===== config.mk =====
export PLATFORM = sky130hd
export DESIGN_NAME = pid_error_stage_flat
export DESIGN_NICKNAME = d
export VERILOG_FILES = /design/src/rtl/pid_error_stage_if.sv /design/src/rtl/pid_error_stage.sv /design/src/flat_wrapper.sv
export SDC_FILE = /design/constraint.sdc
export NUM_CORES = 1
export LEC_CHECK = 0
export ABC_AREA = 1
export CORE_ASPECT_RATIO = 2
export CORE_MARGIN = 3
export CORE_UTILIZATION = 49
export CTS_CLUSTER_DIAMETER = 200
export DETAILED_ROUTE_END_ITERATION = 12
export PLACE_DENSITY = 0.76
export SLEW_MARGIN = 10
export SYNTH_ARGS = -nofsm -noshare
export SYNTH_HDL_FRONTEND = slang
export SYNTH_SLANG_ARGS = --single-unit

===== constraint.sdc =====
create_clock -name clk -period 2.24 [get_ports clk]
set_input_delay 0.672 -clock clk [delete_from_list [all_inputs] [get_ports clk]]
set_output_delay 0.672 -clock clk [all_outputs]
set_load 0.02 [all_outputs]

===== src/rtl/pid_error_stage_if.sv =====
// Handshake bundle between the error source, the PID error stage and the downstream adders.
// The stage uses the slave modport; whoever feeds samples and consumes terms uses master.
interface pid_error_stage_if #(
    parameter int DATA_WIDTH = 8,
    parameter int ACC_WIDTH  = 16
);
    logic                         err_valid;
    logic                         err_ready;
    logic signed [DATA_WIDTH-1:0] err_in;
    logic                         clear_in;
    logic                         hold_in;
    logic signed [DATA_WIDTH-1:0] p_out;
    logic signed [ACC_WIDTH-1:0]  i_out;
    logic signed [DATA_WIDTH:0]   d_out;
    logic                         out_valid;
    logic                         out_ready;

    modport master (
        output err_valid, err_in, clear_in, hold_in, out_ready,
        input  err_ready, p_out, i_out, d_out, out_valid
    );

    modport slave (
        input  err_valid, err_in, clear_in, hold_in, out_ready,
        output err_ready, p_out, i_out, d_out, out_valid
    );
endinterface


===== src/rtl/pid_error_stage.sv =====
// Splits each signed error sample into P, I (clamped running sum, freezable) and D
// (first difference) terms, one sample per IDLE -> CALC -> OUT pass.
module pid_error_stage #(
    parameter int DATA_WIDTH = 8,
    parameter int ACC_WIDTH  = 16,
    parameter int INT_LIMIT  = 2**(ACC_WIDTH-1)-1
) (
    input logic              clk,
    input logic              rst_n,
    pid_error_stage_if.slave bus
);

    typedef enum logic [1:0] {
        IDLE,
        CALC,
        OUT
    } state_t;

    localparam logic signed [ACC_WIDTH:0] LIM_POS = (ACC_WIDTH+1)'(INT_LIMIT);
    localparam logic signed [ACC_WIDTH:0] LIM_NEG = -LIM_POS;

    state_t                       state_reg,    state_next;
    logic signed [ACC_WIDTH-1:0]  acc_reg,      acc_next;
    logic signed [DATA_WIDTH-1:0] prev_err_reg, prev_err_next;
    logic                         first_reg,    first_next;
    logic signed [DATA_WIDTH-1:0] err_lat_reg,  err_lat_next;
    logic                         hold_lat_reg, hold_lat_next;
    logic signed [DATA_WIDTH-1:0] p_reg,        p_next;
    logic signed [ACC_WIDTH-1:0]  i_reg,        i_next;
    logic signed [DATA_WIDTH:0]   d_reg,        d_next;

    logic signed [ACC_WIDTH:0]    sum_w;
    logic signed [ACC_WIDTH:0]    acc_clamped;
    logic signed [DATA_WIDTH:0]   diff_w;

    // One guard bit keeps the sum exact so the clamp sees the true value.
    assign sum_w  = (ACC_WIDTH+1)'(acc_reg) + (ACC_WIDTH+1)'(err_lat_reg);
    assign diff_w = (DATA_WIDTH+1)'(err_lat_reg) - (DATA_WIDTH+1)'(prev_err_reg);

    always_comb begin
        acc_clamped = sum_w;
        if (sum_w > LIM_POS) begin
            acc_clamped = LIM_POS;
        end else if (sum_w < LIM_NEG) begin
            acc_clamped = LIM_NEG;
        end
    end

    always_ff @(posedge clk or negedge rst_n) begin
        if (!rst_n) begin
            state_reg    <= IDLE;
            acc_reg      <= '0;
            prev_err_reg <= '0;
            first_reg    <= 1'b1;
            err_lat_reg  <= '0;
            hold_lat_reg <= 1'b0;
            p_reg        <= '0;
            i_reg        <= '0;
            d_reg        <= '0;
        end else begin
            state_reg    <= state_next;
            acc_reg      <= acc_next;
            prev_err_reg <= prev_err_next;
            first_reg    <= first_next;
            err_lat_reg  <= err_lat_next;
            hold_lat_reg <= hold_lat_next;
            p_reg        <= p_next;
            i_reg        <= i_next;
            d_reg        <= d_next;
        end
    end

    always_comb begin
        state_next    = state_reg;
        acc_next      = acc_reg;
        prev_err_next = prev_err_reg;
        first_next    = first_reg;
        err_lat_next  = err_lat_reg;
        hold_lat_next = hold_lat_reg;
        p_next        = p_reg;
        i_next        = i_reg;
        d_next        = d_reg;

        // Clear overrides everything, including a sample offered in the same cycle.
        if (bus.clear_in) begin
            state_next    = IDLE;
            acc_next      = '0;
            prev_err_next = '0;
            first_next    = 1'b1;
            p_next        = '0;
            i_next        = '0;
            d_next        = '0;
        end else begin
            case (state_reg)
                IDLE: begin
                    if (bus.err_valid) begin
                        err_lat_next  = bus.err_in;
                        hold_lat_next = bus.hold_in;
                        state_next    = CALC;
                    end
                end
                CALC: begin
                    // A frozen integral still advances the derivative history.
                    if (!hold_lat_reg) begin
                        acc_next = acc_clamped[ACC_WIDTH-1:0];
                        i_next   = acc_clamped[ACC_WIDTH-1:0];
                    end else begin
                        i_next   = acc_reg;
                    end
                    p_next        = err_lat_reg;
                    d_next        = first_reg ? '0 : diff_w;
                    prev_err_next = err_lat_reg;
                    first_next    = 1'b0;
                    state_next    = OUT;
                end
                OUT: begin
                    if (bus.out_ready) begin
                        state_next = IDLE;
                    end
                end
                default: begin
                    state_next = IDLE;
                end
            endcase
        end
    end

    assign bus.err_ready = (state_reg == IDLE);
    assign bus.out_valid = (state_reg == OUT);
    assign bus.p_out     = p_reg;
    assign bus.i_out     = i_reg;
    assign bus.d_out     = d_reg;

endmodule

===== src/flat_wrapper.sv =====
// flat-port wrapper written by rule: the top's interface ports become plain ports
module pid_error_stage_flat 
#(
    parameter int DATA_WIDTH = 8,
    parameter int ACC_WIDTH  = 16,
    parameter int INT_LIMIT  = 2**(ACC_WIDTH-1)-1
)
  (clk, rst_n, bus_err_valid, bus_err_in, bus_clear_in, bus_hold_in, bus_out_ready, bus_err_ready, bus_p_out, bus_i_out, bus_d_out, bus_out_valid);
  pid_error_stage_if #(.DATA_WIDTH(DATA_WIDTH), .ACC_WIDTH(ACC_WIDTH)) bus_i ();
  input logic clk;
  input logic rst_n;
  input wire logic [$bits(bus_i.err_valid)-1:0] bus_err_valid;
  input wire logic [$bits(bus_i.err_in)-1:0] bus_err_in;
  input wire logic [$bits(bus_i.clear_in)-1:0] bus_clear_in;
  input wire logic [$bits(bus_i.hold_in)-1:0] bus_hold_in;
  input wire logic [$bits(bus_i.out_ready)-1:0] bus_out_ready;
  output wire logic [$bits(bus_i.err_ready)-1:0] bus_err_ready;
  output wire logic [$bits(bus_i.p_out)-1:0] bus_p_out;
  output wire logic [$bits(bus_i.i_out)-1:0] bus_i_out;
  output wire logic [$bits(bus_i.d_out)-1:0] bus_d_out;
  output wire logic [$bits(bus_i.out_valid)-1:0] bus_out_valid;
  assign bus_i.err_valid = bus_err_valid;
  assign bus_i.err_in = bus_err_in;
  assign bus_i.clear_in = bus_clear_in;
  assign bus_i.hold_in = bus_hold_in;
  assign bus_i.out_ready = bus_out_ready;
  assign bus_err_ready = bus_i.err_ready;
  assign bus_p_out = bus_i.p_out;
  assign bus_i_out = bus_i.i_out;
  assign bus_d_out = bus_i.d_out;
  assign bus_out_valid = bus_i.out_valid;
  pid_error_stage #(.DATA_WIDTH(DATA_WIDTH), .ACC_WIDTH(ACC_WIDTH), .INT_LIMIT(INT_LIMIT)) u_core (.clk(clk), .rst_n(rst_n), .bus(bus_i));
endmodule

==> results.yml <==
routing:
  wl_per_cell_um: 16.7
  postRouteAntennaNets: 0
  first_iter_violations: 174
  routed_wl_um: 10700
  routed_via_density: 5.42
  drt_pre_antenna_iters: 4
  vias: 3460
  drc: 0
floorplan:
  start_util_pct: 50.6
  die_area_mm2: 0.00763
  io_pins: 49
  core_area_mm2: 0.00636
  die-height_um: 121
  fp.dieW_um: 63.3
  std_cell_rows: 41
final_layout:
  fillers: 500
  nNetsFinal: 591
  largest_reg_flops: 16
  syn2layout_area_growth_pct: 45.3
  final_common_cell: "nand2_1"
  final_cell_mix: "nand2_1, buf_4, inv_1"
  drive_gt1_share_pct: 31.2
  num_antenna_cells: 0
  fin_util_pct: 73.5
critical_path:
  ff2ff_path_depth: 19
  critical_path_class: "reg -> reg"
  worstReg2RegEnd: "u_core.bus.i_out[3]"
  r2r_setup_slack_ns: -0.19
  arrival_ns: 2.62
  setup.worst_path.start: "u_core.err_lat_reg[0]"
  endpoint: "u_core.bus.i_out[3]"
  setup.worst_path.start_class: "flip-flop"
  r2r_start: "u_core.err_lat_reg[0]"
  end_kind: "flip-flop"
  crit_required_ns: 2.42
  cp_max_fo: 7
cts:
  h-tree-depth: 2
  cts.sink_count: 45
  clock_latency_ns: 0.29
  cts_root_buf: "clkbuf_16"
  clk_pin_slew_ns: 0.06
  ctsHoldBuffers: 0
  cts_buffers: 5
  tritoncts: "done"
  cts_max_path_buffers: 2
sta:
  period_needed_ns: 2.43
  tightest_slew_ns: 0.715
  finClkSkew_ns: 0.00713
  finalSetupViolations: 17
  fmax_mhz: 411
  setup_ws_ns: -0.193
  hold_viol: 0
  rsz0062_at_grt: "true"
  maxSlewHeadroom_pct: 52.3
  period_share_pct: 109
  slew_violations: 0
outcome:
  violations: "setup timing"
  status: "complete, but fails checks"
power_and_ir_drop:
  leakage_nw: 2.34
  ir_drop_mv: 0.706
  power_density_mw_per_mm2: 742
  p_total_mw: 3.47
synthesis:
  synth_seq_area_share_pct: 35.0
  yosysTopAreaCell: "dfrtp_1"
  syn_avg_cell_area_um2: 7.41
  ys_ff_latch: 45
  syn-cell-area_mm2: 0.00322
  yosysWarnings: 0
  synth_top_area_share_pct: 34.2
  synth.top_cells.by_area: "dfrtp_1, nand2_1, ha_1, inv_1, nand3_1"
  synth_fp_nets: 474
  synthDistinctLibCells: 36
  syn_inst: 434
global_routing:
  grt_usage_pct: 27.8
  antenna_found_initial: 0
  grt_pass1_wl_um: 16100
  grt_pass1_vias: 3461
  grt.overflow.total: 0
  grt_max_degree: 33
min_path:
  hp-class: "in -> async"
placed_design:
  port_buffers: 48
  routabilityCongestion: 0.959
  preCtsSetupSlack_ns: -0.238
  place_hpwl_um: 7820
run:
  maxCapViolCount: 0
==> power breakdown <==
part	total, mW	internal (mW)	switching (mW)
sequential	0.968	0.889	0.0787
clock	0.718	0.410	0.308
combinational	1.78	0.792	0.988
==> kinds of logic (layout without fill, tap and decap cells) <==
logic type,Yosys count,count (layout),synth area share (%)
AO/OA/AOI/OAI,59,59,12.1
XOR/XNOR,3,3,1.05
AND/OR/NAND/NOR,227,227,32.3
flip-flops,45,45,35.0
adder cells (fa/ha/maj),26,26,10.6
buffers and inverters,74,192,8.87
==> timing repair <==
action / 4_1_cts / 5_1_grt
pin swaps: 19 / 21
gates resized for setup: 30 / 33
buffers inserted: 3 / 4
endpoints found under the setup margin: 19 / 19
==> how the worst min path moves through the flow <==
| stage | from | slack [ns] | end | cells past startpoint |
|---|---|---|---|---|
| after floorplan | rst_n | 0.38 | u_core.bus.d_out[0] | 0 |
| after global placement | u_core.first_reg | 0.45 | u_core.first_reg | 2 |
| after detailed placement | u_core.first_reg | 0.47 | u_core.first_reg | 2 |
| after CTS | rst_n | 0.45 | u_core.bus.d_out[7] | 1 |
| after global routing | rst_n | 0.46 | u_core.bus.d_out[7] | 1 |
| final | rst_n | 0.42 | u_core.bus.d_out[7] | 1 |
==> worst max-delay path, cell delays in order, from the launching register on <==
cell     delay (ns)
dfrtp_1        0.37
ha_2           0.21
inv_2          0.04
fa_2           0.36
inv_2          0.10
nand2_2        0.08
nand2_4        0.09
nand3_2        0.10
nand2_2        0.09
nand3_2        0.06
nor2_2         0.11
nand3_2        0.10
nor2_1         0.10
nand3_1        0.09
nand2_2        0.12
nand2_8        0.09
nand2_2        0.08
nand2_2        0.05
nand2_2        0.06
nand2_1        0.05
==> metal layers <==
layer	share of wire [%]	wire length, um	track usage, %	vias up
met2	57	6120	53.8	127
met1	32	3360	24.8	1640
li1	-	-	-	1638
met3	3.6	382	3.90	55
met5	0	0	0	-
met4	7.4	793	21.5	0
==> final cells by class <==
class                           instances  area, um2  share of cell area [%]
Multi-Input combinational cell        315       2040                    43.7
Sequential cell                        45       1130                    24.2
Timing Repair Buffer                  115        986                    21.1
Inverter                               69        268                    5.73
Clock buffer                            6        129                    2.76
Tap cell                               86        108                    2.30
Clock inverter                          2       10.0                   0.214
==> metrics by stage <==
stage	hold WS, ns	area, um2	setup TNS [ns]	std cells
finish	0.425	4670	-2.23	638
global route	0.465	4670	-4.70	638
CTS	0.449	4500	-1.29	634
detailed placement	0.468	4230	-3.07	623
global placement	0.448	4230	-1.73	623
floorplan	0.376	3220	0	434
==> cells in the mapped netlist (all sizes together) <==
library cell,n
o21ai,25
dfstp,1
dfrtp,44
o31ai,3
nor2,34
a32o,3
clkinv,3
nand3b,3
a31oi,1
nand4,5
clkbuf,4
nand2,138
a21oi,17
xnor2,3
o21bai,3
nand3,45
nor3,1
or2,1
a22o,1
fa,2
o22ai,6
ha,24
inv,66
buf,1
Power figures use the tool's default switching activity.
